===== config.mk =====
export PLATFORM = sky130hd
export DESIGN_NAME = pwm_sched
export DESIGN_NICKNAME = d
export VERILOG_FILES = /design/src/rtl/pwm_sched_pkg.sv /design/src/rtl/pwm_sched_core.sv /design/src/rtl/pwm_sched.sv
export SDC_FILE = /design/constraint.sdc
export NUM_CORES = 1
export LEC_CHECK = 0
export BUFFER_PORTS_ARGS = -buffer_cell sky130_fd_sc_hd__buf_2
export CAP_MARGIN = 5
export CORE_ASPECT_RATIO = 1.1
export CORE_MARGIN = 4
export CORE_UTILIZATION = 35
export CTS_CLUSTER_DIAMETER = 30
export DETAILED_ROUTE_END_ITERATION = 12
export PLACE_DENSITY_LB_ADDON = 0.12
export SYNTH_ARGS = -nofsm -noshare
export SYNTH_HDL_FRONTEND = slang
export SYNTH_SLANG_ARGS = --single-unit

===== constraint.sdc =====
create_clock -name sys_clk -period 4.8 [get_ports sys_clk]
set_input_delay 0.24 -clock sys_clk [delete_from_list [all_inputs] [get_ports sys_clk]]
set_output_delay 0.24 -clock sys_clk [all_outputs]
set_load 0.05 [all_outputs]

===== src/rtl/pwm_sched_pkg.sv =====
// Shared definitions for the PWM scheduler: FSM encoding and default widths.
package pwm_sched_pkg;

  typedef enum logic [1:0] {
    IDLE   = 2'd0,
    RUN    = 2'd1,
    SWITCH = 2'd2
  } state_t;

  localparam int DEF_NUM_REQ = 4;
  localparam int DEF_CNT_W   = 16;
  localparam int DEF_DWELL_W = 8;

endpackage


===== src/rtl/pwm_sched_core.sv =====
// PWM period counter with wrap detect and duty compare.
module pwm_sched_core
  import pwm_sched_pkg::*;
#(
  parameter int CNT_W = DEF_CNT_W
) (
  input  logic             sys_clk,
  input  logic             sys_rst,
  input  logic             run,
  input  logic             run_d,
  input  logic [CNT_W-1:0] period_q,
  input  logic [CNT_W-1:0] duty_d,
  output logic [CNT_W-1:0] cnt,
  output logic             at_end,
  output logic             pwm
);

  logic [CNT_W-1:0] cnt_d;

  assign at_end = (cnt == period_q);

  always_comb begin
    cnt_d = cnt + CNT_W'(1);
    if (!run || !run_d || at_end) cnt_d = '0;
  end

  // pwm is registered from the next count and next duty so it lines up with cnt
  always_ff @(posedge sys_clk) begin
    if (sys_rst) begin
      cnt <= '0;
      pwm <= 1'b0;
    end else begin
      cnt <= cnt_d;
      pwm <= run_d && (cnt_d < duty_d);
    end
  end

endmodule


===== src/rtl/pwm_sched.sv =====
// Round-robin scheduler sharing one PWM output among NUM_REQ requesters.
// Optional duty fade-in is compiled in with PWM_SCHED_FADE_EN.
module pwm_sched
  import pwm_sched_pkg::*;
#(
  parameter int NUM_REQ   = DEF_NUM_REQ,
  parameter int CNT_W     = DEF_CNT_W,
  parameter int DWELL_W   = DEF_DWELL_W,
  parameter int FADE_STEP = 16
) (
  input  logic                     sys_clk,
  input  logic                     sys_rst,
  input  logic [NUM_REQ-1:0]       req,
  input  logic [NUM_REQ*CNT_W-1:0] req_duty,
  input  logic [CNT_W-1:0]         period,
  input  logic [DWELL_W-1:0]       dwell,
  output logic [NUM_REQ-1:0]       grant,
  output logic                     busy,
  output logic                     period_end,
  output logic                     pwm
);

  localparam int IDX_W = (NUM_REQ > 1) ? $clog2(NUM_REQ) : 1;

  state_t               state, state_d;
  logic [IDX_W-1:0]     owner, owner_d, rr_ptr, rr_ptr_d, win_idx;
  logic                 win_found, at_end, last_period;
  logic [CNT_W-1:0]     duty_q, duty_d, period_q, period_d, cnt, target, win_duty;
  logic [DWELL_W-1:0]   dwell_q, dwell_q_d, dwell_cnt, dwell_cnt_d;
  logic [NUM_REQ-1:0]   grant_d;

`ifdef PWM_SCHED_FADE_EN
  function automatic logic [CNT_W-1:0] entry_duty(input logic [CNT_W-1:0] tgt);
    return '0;
  endfunction

  function automatic logic [CNT_W-1:0] step_duty(input logic [CNT_W-1:0] cur,
                                                 input logic [CNT_W-1:0] tgt);
    logic [CNT_W:0]   sum;
    logic [CNT_W-1:0] sat;
    if (tgt <= cur) return tgt;
    sum = {1'b0, cur} + (CNT_W+1)'(FADE_STEP);
    sat = sum[CNT_W] ? '1 : sum[CNT_W-1:0];
    return (sat < tgt) ? sat : tgt;
  endfunction
`else
  function automatic logic [CNT_W-1:0] entry_duty(input logic [CNT_W-1:0] tgt);
    return tgt;
  endfunction

  function automatic logic [CNT_W-1:0] step_duty(input logic [CNT_W-1:0] cur,
                                                 input logic [CNT_W-1:0] tgt);
    logic unused;
    unused = ^cur;
    return tgt;
  endfunction
`endif

  // Round-robin search: descending loop so the smallest offset from rr_ptr wins
  always_comb begin
    win_found = 1'b0;
    win_idx   = '0;
    for (int i = NUM_REQ - 1; i >= 0; i--) begin
      if (req[(int'(rr_ptr) + i) % NUM_REQ]) begin
        win_found = 1'b1;
        win_idx   = IDX_W'((int'(rr_ptr) + i) % NUM_REQ);
      end
    end
  end

  assign win_duty    = req_duty[int'(win_idx)*CNT_W +: CNT_W];
  assign target      = req_duty[int'(owner)*CNT_W +: CNT_W];
  assign period_end  = (state == RUN) && at_end;
  assign busy        = (state == RUN);
  assign last_period = (dwell_cnt == dwell_q - DWELL_W'(1));

  always_comb begin
    state_d     = state;
    owner_d     = owner;
    rr_ptr_d    = rr_ptr;
    duty_d      = duty_q;
    period_d    = period_q;
    dwell_q_d   = dwell_q;
    dwell_cnt_d = dwell_cnt;
    unique case (state)
      RUN: begin
        if (period_end) begin
          if (last_period || !req[owner]) begin
            state_d  = SWITCH;
            rr_ptr_d = (owner == IDX_W'(NUM_REQ - 1)) ? '0 : owner + IDX_W'(1);
          end else begin
            dwell_cnt_d = dwell_cnt + DWELL_W'(1);
            duty_d      = step_duty(duty_q, target);
            period_d    = period;
          end
        end
      end
      default: begin
        state_d = IDLE;
        if (win_found) begin
          state_d     = RUN;
          owner_d     = win_idx;
          duty_d      = entry_duty(win_duty);
          period_d    = period;
          dwell_q_d   = (dwell == '0) ? DWELL_W'(1) : dwell;
          dwell_cnt_d = '0;
        end
      end
    endcase
    grant_d = '0;
    if (state_d == RUN) grant_d[owner_d] = 1'b1;
  end

  always_ff @(posedge sys_clk) begin
    if (sys_rst) begin
      state     <= IDLE;
      owner     <= '0;
      rr_ptr    <= '0;
      duty_q    <= '0;
      period_q  <= '0;
      dwell_q   <= DWELL_W'(1);
      dwell_cnt <= '0;
      grant     <= '0;
    end else begin
      state     <= state_d;
      owner     <= owner_d;
      rr_ptr    <= rr_ptr_d;
      duty_q    <= duty_d;
      period_q  <= period_d;
      dwell_q   <= dwell_q_d;
      dwell_cnt <= dwell_cnt_d;
      grant     <= grant_d;
    end
  end

  pwm_sched_core #(.CNT_W(CNT_W)) u_core (
    .sys_clk  (sys_clk),
    .sys_rst  (sys_rst),
    .run      (state == RUN),
    .run_d    (state_d == RUN),
    .period_q (period_q),
    .duty_d   (duty_d),
    .cnt      (cnt),
    .at_end   (at_end),
    .pwm      (pwm)
  );

endmodule


# [Word-level counts from Yosys, hierarchy flattened]
# Cells that the tools add are included.
[classes] n_eq_ne=7 add_sub_neg=7 n_reduce_logical=18 muxes=44 n_lt_le_gt_ge=8 n_shift=2 bitwise=5
[ops] operator="$mux 16" count=9
[ops] operator="$shiftx 64x7->16" count=2
[ops] operator="$mux 8" count=5
[ops] operator="$mux 2" count=10
[ops] operator="$add 16x1->16 const B" count=1
[ops] operator="$eq 16x16->1" count=1
[ops] operator="$lt 16x16->1" count=1
[ops] operator="$mux 1" count=14
[ops] operator="$lt 3x4->1 const B" count=3
[ops] operator="$bmux 1 s2" count=5
[ops] operator="$lt 2x3->1 const B" count=3
[ops] operator="$add 8x1->8 const B" count=1
[ops] operator="$eq 8x8->1" count=1
[ops] operator="$logic_not 8->1" count=1
[ops] operator="$reduce_or 2->1" count=4
[ops] operator="$sub 8x1->8 const B" count=1
[ops] operator="$reduce_and 3->1" count=2
[ops] operator="$add 2x1->2 const B" count=2
[ops] operator="$add 2x2->2 const B" count=2
[ops] operator="$eq 2x1->1 const B" count=2
[ops] operator="$ne 2x2->1 const B" count=2
[ops] operator="$and 1x1->1 const A" count=3
[ops] operator="$logic_and 1x1->1" count=3
[ops] operator="$logic_not 1->1" count=3
[ops] operator="7 further kinds" count=10
[word_totals] input_bits=94 register_bits=75 output_inout_bits=7 elab_cells=101

# [Logic depth before layout (Yosys ltp)]
# Gate-level depths: netlist of the first run.
[logic_depth] depth_word=19 mapped_depth=21 mapped_depth_nobuf=17

# [Hierarchy]
# Synthesis of the first run repeated with hierarchy kept, for this count alone.
[unflattened] cells_unflattened=633 hier_area_um2=5175.0
[modules_own_cells] module="pwm_sched" seq_area_each_um2=1161.1 cells_per_inst=467 n_inst=1 area_per_inst_um2=3742.3
[modules_own_cells] module="pwm_sched_core" seq_area_each_um2=340.3 cells_per_inst=166 n_inst=1 area_per_inst_um2=1432.6

# [Worst setup path before layout of the first run]
# OpenSTA, ideal clock, no wires.
[synth_path] kind="reg2reg" from="register dwell_q[0]" to="register u_core.pwm" t_required_ns=4.679 synth_period_minus_slack_ns=3.636 setup_time_ns=0.121 n_path_buf=4 path_slack_ns=1.164 arrival_time_ns=3.516 path_stages_with_launch=20 path_cell_list="dfxtp_1 > buf_6 > inv_1 > ha_1 > buf_2 > nand2b_1 > a21oi_1 > a31oi_1 > a2111oi_4 > a211o_1 > buf_2 > buf_4 > nand3_1 > and2_1 > ha_1 > nand4_1 > or2_2 > or3_1 > a31oi_1 > a211oi_1"
[synth_via] elab_chain_len=13 word_cells_on_any_way=16 cone_classes="1 x add/sub; 1 x order compare; 2 x eq/ne; 7 x mux; 5 x reduce/logical"
[synth_lines] element="from (decl)" line="pwm_sched.sv:29" rtl="logic [DWELL_W-1:0] dwell_q, dwell_q_d, dwell_cnt, dwell_cnt_d;"
[synth_lines] element="from (signal assigned)" line="pwm_sched.sv:130" rtl="dwell_q <= dwell_q_d;"
[synth_lines] element="$sub 8x1->8 *" line="pwm_sched.sv:75" rtl="assign last_period = (dwell_cnt == dwell_q - DWELL_W'(1));"
[synth_lines] element="$eq 8x8->1 *" line="pwm_sched.sv:75"
[synth_lines] element="$logic_or 1x1->1 *" line="pwm_sched.sv:88" rtl="if (last_period || !req[owner]) begin"
[synth_lines] element="$mux 2" line="pwm_sched.sv:88"
[synth_lines] element="$mux 2" line="pwm_sched.sv:87" rtl="if (period_end) begin"
[synth_lines] element="$mux 2" line="pwm_sched.sv:85" rtl="unique case (state)"
[synth_lines] element="$eq 2x1->1" line="pwm_sched.sv:140" rtl=".run_d (state_d == RUN),"
[synth_lines] element="$logic_not 1->1" line="pwm_sched_core.sv:24" rtl="if (!run || !run_d || at_end) cnt_d = '0;"
[synth_lines] element="$logic_or 1x1->1 (2 in series)" line="pwm_sched_core.sv:24"
[synth_lines] element="$mux 16" line="pwm_sched_core.sv:24"
[synth_lines] element="$lt 16x16->1" line="pwm_sched_core.sv:34" rtl="pwm <= run_d && (cnt_d < duty_d);"
[synth_lines] element="$logic_and 1x1->1 *" line="pwm_sched_core.sv:34"
[synth_lines] element="to (signal assigned)" line="pwm_sched_core.sv:34"
[synth_lines] element="to (decl)" line="pwm_sched_core.sv:15" rtl="output logic pwm"
# Every way passes the cells marked *; elsewhere a longest branch is shown, timed or not.
# A chain may end at the register's enable or synchronous reset.

# [Worst setup path in the final report of the first run]
# Same ends and word-level chain as after synthesis.

==> metrics list, run 1 <==
* Worst setup EP type: flop
- Critical path arrival: 4260 ps
- Setup repair after global routing left no endpoint under its margin.
* Worst Hold Class: in2reg
* Period minus WS final: 4000 ps
- The root buffer cell chosen for the clock tree is sky130_fd_sc_hd__clkbuf_16.
- In the synthesized netlist the async set-or-reset flop fraction comes to 0.
* Buffers from clock root to sink, at most: 2
* DRC marker count from the first detailed-route iteration: 236
* Worst Setup Path Type: reg2reg
- Summed over all layers, the global routing overflow is 0.
* Dominant delay contributor by cell family on the critical path: compound AO/OA/AOI/OAI gates
- Primary FF master, synth: sky130_fd_sc_hd__dfxtp_1
- Final worst-path setup slack: 797 ps
- Worst slew slack as a fraction of its limit: 0.315
- Ordered list of cells on the worst path: inv_1, ha_1, nand2b_1, a31oi_1, a2111oi_4, a211oi_4, buf_4, nor3_1, a211o_1, ha_1, a21o_1, a21o_1, a211oi_1, o211ai_1, a21oi_1, o21ai_0, a211oi_1
* Total number of nets in the final design: 816
* Input/output buffers: 100
- In the final layout, flip-flops and latches occupy 1500 um2.
* Final routed wire length divided by cell count: 16.3 um
* Part of the cycle the worst path needs: 0.834
* Weighted congestion reported at the end of routability-driven placement: 0.824
- Area used by multi-input combinational logic: 3390 um2
* Cell leakage power: 2.40 nW
- Post_cts resized: 0
* Layout area overhead: 18.3%
- Adding up every negative setup slack in the final design gives 0 ps.
- Entering global routing, the biggest net connects 49 pins.
- Across every metal layer, demand over resource in global routing totals 0.180.
* Number of warnings reported in the yosys synthesis log: 0
- Together, buffers and inverters on the worst path number 2.
- In this run the number of H-tree levels came out at 3.
- Vias: 4859
- Required @ worst endpoint: 5050 ps
- The die covers 16700 um2.
* FP Rows: 46
* Wire length after detailed routing: 14700 um
* Clock transition at the register clock pins on the worst setup and hold paths after CTS: 60 ps
* Final instance area: 6090 um2
- Setup bufs post-CTS: 0
* Unique masters post-synth: 55
* Max stage delay cell, worst path: sky130_fd_sc_hd__dfxtp_1
- Derived from the worst setup path, the maximum achievable clock frequency is 250 MHz.
- The first global-routing pass estimated 24000 um of wire.
* Max-Cap Viols: 0
* Number of hold violations in the final report: 0
* Worst clock skew: 6.02 ps
- Fill cells in the final layout number 1502.
* Result of the run: completed
* Post-route ant nets: 0
- Final setup violation count: 0
* DPL Wire Length: 11100 um
- Worst setup timing slack at the placement stage: 790 ps
- At the end of the flow the core is filled with cells to 0.422.
- Vias in the first global route: 4892
* Syn Std Cell Area: 5150 um2
* Flop and latch count out of synthesis: 75
* Insertion delay to the later sink of the worst-skew pair: 340 ps
- The floorplan step defined a core boundary enclosing 14400 um2.
* Starting utilization of the core area: 0.356
* Peak per-stage delay on the critical path: 440 ps
* Cell area reported after detailed placement: 5800 um2
- Counting every instance in the synthesized netlist gives 624.
* Horizontal die dimension: 124 um
- The first TritonRoute pass finished after 6 iterations.
- In the routed layout, each cell is associated on average with a via count of 5.40.
* Net count after synthesis: 737
- Number of clock sinks seen by CTS: 75
- Power spread over the standard cell area amounts to 286 nW/um2.
* IO Count: 101
* Fraction of layout cells with a size suffix above 1: 0.220
* Critical Path Fanout Max: 37
* Number of enable-type register cells in the synthesized netlist: 0
- TritonCTS built the clock tree.
- Floorplan die height: 135 um
- Antenna diode count: 0
* Initial antenna violation count: 0
* Post-layout power: 0.00174 W
- Number of hold buffers added after CTS: 0
* Post-detailed-route DRC marker count: 0
- Of the synthesized area, sequential elements account for 0.292.
- Final Max Slew Viols: 0
- The worst setup path is launched from a flop.
* Max rail drop VDD: 0.000141 V
- TritonCTS created 9 clock buffers.
- For the pin with the worst max-slew slack, the measured transition is 1000 ps.
* Per-instance average area after synthesis: 8.25 um2
-- state kept, by name, indices dropped and copies added, names as in the netlist --
name        count
state           2
u_core.cnt     16
u_core.pwm      1
dwell_q         8
grant           4
period_q       16
rr_ptr          2
owner           2
duty_q         16
dwell_cnt       8
-- cell usage in the layout (no fill, tap or decap), types with 11 or more instances in the layout --
cell and count:
sky130_fd_sc_hd__buf_2 100, sky130_fd_sc_hd__buf_4 15, sky130_fd_sc_hd__mux2i_1 33, sky130_fd_sc_hd__dfxtp_1 75, sky130_fd_sc_hd__nor2_1 36, sky130_fd_sc_hd__o21ai_0 33, sky130_fd_sc_hd__mux4_2 16, sky130_fd_sc_hd__nand4_1 12
sky130_fd_sc_hd__a21oi_1 46, sky130_fd_sc_hd__nor3_1 30, sky130_fd_sc_hd__xnor2_1 30, sky130_fd_sc_hd__inv_1 15, sky130_fd_sc_hd__ha_1 19, sky130_fd_sc_hd__nand2_1 73, sky130_fd_sc_hd__a211oi_1 11, sky130_fd_sc_hd__nand3_1 34
-- routing by layer --
metal | up-vias | GRT usage | wire length, um
li1 | 2437 | - | -
met2 | 94 | 0.319 | 7490
met3 | 12 | 0.0380 | 606
met1 | 2316 | 0.218 | 6420
met5 | - | 0 | 0
met4 | 0 | 0.0474 | 146
-- synth_stat cells (all sizes together), types with 2 or more instances --
cell type | number | area [um2]
a21boi | 3 | 22.5
nor3 | 31 | 155
o211ai | 2 | 15.0
o21bai | 2 | 15.0
o22ai | 4 | 31.3
a31oi | 6 | 37.5
mux2 | 3 | 33.8
nor4 | 5 | 52.6
and2 | 6 | 37.5
dfxtp | 75 | 1500
or3 | 6 | 37.5
nand4 | 12 | 75.1
nand3 | 34 | 170
nand2 | 74 | 280
nor2 | 37 | 139
a31o | 2 | 17.5
a211o | 4 | 35.0
xnor2 | 30 | 263
o21a | 6 | 45.0
a22oi | 4 | 30.0
ha | 19 | 238
a2111oi | 7 | 80.1
mux2i | 33 | 330
and3 | 4 | 25.0
clkbuf | 33 | 124
a21o | 10 | 75.1
or2 | 2 | 12.5
xor2 | 9 | 78.8
or4 | 2 | 15.0
o21ai | 33 | 165
nand3b | 2 | 15.0
mux4 | 16 | 360
inv | 15 | 56.3
nand2b | 6 | 37.5
a32oi | 6 | 52.6
nor2b | 2 | 12.5
buf | 14 | 85.1
a211oi | 12 | 103
a221oi | 3 | 26.3
a21oi | 46 | 230
-- area by class of cell --
class                   instances  area share
multi-input cells             486       0.556
flip-flops and latches         75       0.247
repair buffers                115       0.101
clock buffers                  14      0.0417
well taps                     192      0.0394
inverters                      16     0.00986
clock inverters                 2     0.00575
-- tightest hold or removal path, delay by kind of cell --
kind / cells / cell delay, ps
buffers and inverters: 1 / 100
AOI/OAI and AO/OA: 1 / 50
and+or+nand+nor: 1 / 50
-- through the flow --
stage	std cells	hold WS, ps
after global placement	884	456
final	900	152
after detailed placement	884	462
after floorplan	624	376
after CTS	900	137
after global routing	900	149
-- cell families (layout without fill, tap and decap cells) --
group	after synthesis	in the layout	synth area share
AND/OR/NAND/NOR	223	223	0.207
AO/OA/AOI/OAI	153	153	0.196
flip-flops	75	75	0.292
buffers and inverters	63	147	0.0522
multiplexers	52	52	0.141
XOR/XNOR	39	39	0.0663
adder cells (fa/ha/maj)	19	19	0.0462
-- path summary, 6_finish.rpt --
kind                            from  slack (ps)                      end  cells past startpoint
max          dwell_q[0]$_SDFFE_PP1P_         800    u_core.pwm$_SDFF_PP0_                     17
min reg2reg     duty_q[7]$_SDFF_PP0_         470     duty_q[7]$_SDFF_PP0_                      2
min                         dwell[7]         150  dwell_q[7]$_SDFFE_PP0P_                      3
max reg2reg  dwell_q[0]$_SDFFE_PP1P_         800    u_core.pwm$_SDFF_PP0_                     17
-- report_power, final --
| part | internal (W) | switching, W | total (W) |
|---|---|---|---|
| clock network | 0.000417 | 0.000249 | 0.000666 |
| logic | 0.000167 | 0.000225 | 0.000391 |
| registers | 0.000657 | 0.0000252 | 0.000682 |
Power figures use the tool's default switching activity.
==> run 2: changes to the inputs <==
==> constraint.sdc (replaced) <==
create_clock -name sys_clk -period 3.3 [get_ports sys_clk]
set_input_delay 0.165 -clock sys_clk [delete_from_list [all_inputs] [get_ports sys_clk]]
set_output_delay 0.165 -clock sys_clk [all_outputs]
set_load 0.05 [all_outputs]
==> run 2 against run 1 <==
Net effect:
- the flow now finishes with violations (negative setup slack)
- critical endpoint unchanged
- routed wire length increased by 7.1%
- largest cell class unchanged
- non-clock buffer count up 64
- utilization is 5.4 points higher
- sequential share of layout area is 2.7 points lower
- clock power increased by 61%
- combinational power is 76% higher
- count of clock-buffer cells in the layout shrank 4
- fmax up 9.6%
- first-iteration DRC count decreased by 10%
- worst hold slack worse by 75 ps
- largest power group is now clock
- sequential cell count is the same
- highest routed layer unchanged
- critical path type unchanged
==> metrics list, run 2 (synthesis gave the netlist of run 1 again) <==
* Number of filler cells placed in the layout: 1454 (was 1502)
- Antenna diode count: 0 (unchanged)
* Htree depth: 3 (unchanged)
- Worst clock skew: 10.8 ps (was 6.02 ps)
- The ratio of final minimum period to clock period is 1.11 (was 0.834).
- FP Rows: 46 (unchanged)
* Weighted congestion reported at the end of routability-driven placement: 0.808 (was 0.824)
* Most frequent cells in the layout: sky130_fd_sc_hd__buf_2 (100), sky130_fd_sc_hd__nand2_1 (73), sky130_fd_sc_hd__buf_4 (73) (was sky130_fd_sc_hd__buf_2 (100), sky130_fd_sc_hd__dfxtp_1 (75), sky130_fd_sc_hd__nand2_1 (73))
- Required @ worst endpoint: 3530 ps (was 5050 ps)
- Total iterations of the first detailed-routing run: 5 (was 6)
- The number of hold-repair buffers added at the cts stage was 0 (unchanged).
* Vias: 5163 (was 4859)
* Layout area overhead: 33.4% (was 18.3%)
- The pin count of the biggest net entering global routing was 47 (was 49).
- The final reports fail on negative setup slack.
- The fmax came to 274 MHz (was 250 MHz).
* Max-Cap Viols: 0 (unchanged)
- The worst-case setup slack after placement came to -305 ps (was 790 ps).
- Insertion delay to the later sink of the worst-skew pair: 350 ps (was 340 ps)
- The data arrival time of the critical path was 3880 ps (was 4260 ps).
* Buffers from clock root to sink, at most: 2 (unchanged)
* Final worst-path setup slack: -352 ps (was 797 ps)
- The number of buffers created by CTS was 9 (unchanged).
* Post-route ant nets: 0 (unchanged)
- The aggregate global-route resource usage came to 0.191 (was 0.180).
- The endpoint type of the worst setup path is a flop (unchanged).
- Result of the run: finished, violations left (was completed).
- The starting DRC count in detailed routing is 212 (was 236).
- The total power after layout came to 0.00275 W (was 0.00174 W).
* Number of hold violations in the final report: 0 (unchanged)
- Most common cell after layout, fill and taps aside: sky130_fd_sc_hd__buf_2 (unchanged)
- Final setup violation count: 1 (was 0)
* Cell leakage power: 2.79 nW (was 2.40 nW)
- The detailed-route wire length per cell is 16.3 um (about the same).
* Total number of nets in the final design: 880 (was 816)
- The total clock sinks is 75 (unchanged).
* Final Max Slew Viols: 0 (unchanged)
- The die height was 135 um (unchanged).
- The total routed wirelength is 15700 um (was 14700 um).
* Starting utilization of the core area: 0.356 (unchanged)
- The highest-delay cell along the critical path is sky130_fd_sc_hd__or3_4 (was sky130_fd_sc_hd__dfxtp_1).
* DPL Wire Length: 12100 um (was 11100 um)
* Worst slew slack as a fraction of its limit: 0.364 (was 0.315)
* CTS tree: done (unchanged)
- The horizontal die dimension is 124 um (unchanged).
- The proportion of layout cells with a drive suffix above 1 is 0.325 (was 0.220).
* Accumulated negative setup slack: -352 ps (was 0 ps)
- Unrepaired setup endpoints after global routing: true (was false)
* Worst Hold Class: in2reg (unchanged)
- The detailed-route vias per instance is 5.36 (was 5.40).
- Peak per-stage delay on the critical path: 370 ps (was 440 ps)
- The count of buffers inserted at the top-level ports came to 100 (unchanged).
- Vias in the first global route: 5346 (was 4892)
- Worst slew pin tran: 950 ps (was 1000 ps)
* Cell chosen for the clock root: sky130_fd_sc_hd__clkbuf_16 (unchanged)
- The clock transition at the register clock pins on the worst setup and hold paths after CTS was 60 ps (about the same).
- Wire length of the first global-routing pass: 25500 um (was 24000 um)
- The maximum fanout count along the critical path came to 5 (was 37).
- Placeable core region: 14400 um2 (unchanged)
- Dominant delay contributor by cell family on the critical path: simple AND/OR/NAND/NOR gates (was compound AO/OA/AOI/OAI gates)
* Remaining Overflow, GRT: 0 (unchanged)
- The full die area came to 16700 um2 (unchanged).
* Ordered list of cells on the worst path: buf_4, or2_4, nor4_4, xnor2_2, a2111oi_4, buf_4, a211oi_4, buf_6, bufbuf_16, mux2i_2, a21o_1, ha_4, nand4_1, or2_4, or3_4, a31oi_1, a211oi_1 (was inv_1, ha_1, nand2b_1, a31oi_1, a2111oi_4, a211oi_4, buf_4, nor3_1, a211o_1, ha_1, a21o_1, a21o_1, a211oi_1, o211ai_1, a21oi_1, o21ai_0, a211oi_1)
- Initial antenna violation count: 0 (unchanged)
- Largest regs: duty_q (16), period_q (16), u_core.cnt (16) (unchanged)
* Worst Setup Path Type: reg2reg (unchanged)
- Period minus WS final: 3650 ps (was 4000 ps)
- Max rail drop VDD: 0.000213 V (was 0.000141 V)
* IO Count: 101 (unchanged)
- The hold slack came to 76.3 ps (was 152 ps).
- Pwr dens: 401 nW/um2 (was 286 nW/um2)
* Element type at the critical path start: flop (unchanged)
- Critical path buffer and inverter count: 4 (was 2)
* Post-detailed-route DRC marker count: 0 (unchanged)
## run 2: what timing repair did
item / 4_1_cts / 5_1_grt
cloned: 1 / 0
setup buffers: 2 / 0
resized for setup: 11 / 15
setup endpoints to repair: 1 / 1
pin swaps: 7 / 8
hold endpoints to repair: 0 / 0
## run 2: power by group
group / internal, W / switching (W) / total (W)
Combinational: 0.000324 / 0.000364 / 0.000688
Sequential: 0.000956 / 0.0000371 / 0.000993
Clock: 0.000682 / 0.000391 / 0.00107
Total: 0.00196 / 0.000792 / 0.00275
## run 2: layout make-up
| cell class | instances | area (um2) | area share |
|---|---|---|---|
| Sequential cell | 75 | 1510 | 0.220 |
| Timing Repair Buffer | 179 | 1170 | 0.171 |
| Inverter | 16 | 60.1 | 0.00874 |
| Multi-Input combinational cell | 486 | 3560 | 0.518 |
| Tap cell | 192 | 240 | 0.0350 |
| Clock inverter | 6 | 88.8 | 0.0129 |
| Clock buffer | 10 | 239 | 0.0348 |
## run 2: worst reg2reg max path, cell delays in order (launching register included)
cell                        delay [ps]
sky130_fd_sc_hd__dfxtp_2           310
sky130_fd_sc_hd__buf_4             130
sky130_fd_sc_hd__or2_4             240
sky130_fd_sc_hd__nor4_4            310
sky130_fd_sc_hd__xnor2_2           170
sky130_fd_sc_hd__a2111oi_4          50
sky130_fd_sc_hd__buf_4             170
sky130_fd_sc_hd__a211oi_4          240
sky130_fd_sc_hd__buf_6             160
sky130_fd_sc_hd__bufbuf_16         270
sky130_fd_sc_hd__mux2i_2            80
sky130_fd_sc_hd__a21o_1            220
sky130_fd_sc_hd__ha_4              280
sky130_fd_sc_hd__nand4_1            70
sky130_fd_sc_hd__or2_4             260
sky130_fd_sc_hd__or3_4             370
sky130_fd_sc_hd__a31oi_1           150
sky130_fd_sc_hd__a211oi_1           60
## run 2: layer usage
| layer | GRT usage | vias to the layer above | wire length, um |
|---|---|---|---|
| met3 | 0.0455 | 15 | 647 |
| li1 | - | 2574 | - |
| met2 | 0.349 | 95 | 8100 |
| met5 | 0 | - | 0 |
| met4 | 0.0486 | 0 | 248 |
| met1 | 0.221 | 2479 | 6720 |
## run 2: per-stage QoR
stage | instance area (um2) | utilization | cells
after floorplan | 5210 | - | 624
after global placement | 6350 | 0.440 | 945
after detailed placement | 6350 | 0.440 | 945
after CTS | 6800 | 0.470 | 964
after global routing | 6870 | 0.475 | 964
final | 6870 | 0.475 | 964
## run 2: final timing paths
kind / start / end / slack (ps) / depth (start not counted)
worst min-delay path: period[12] / period_q[12]$_SDFFE_PP0P_ / 80 / 3
worst min register to register: duty_q[8]$_SDFF_PP0_ / duty_q[8]$_SDFF_PP0_ / 470 / 2
worst max-delay path: dwell_q[1]$_SDFFE_PP0P_ / u_core.pwm$_SDFF_PP0_ / -350 / 17
worst max register to register: dwell_q[1]$_SDFFE_PP0P_ / u_core.pwm$_SDFF_PP0_ / -350 / 17
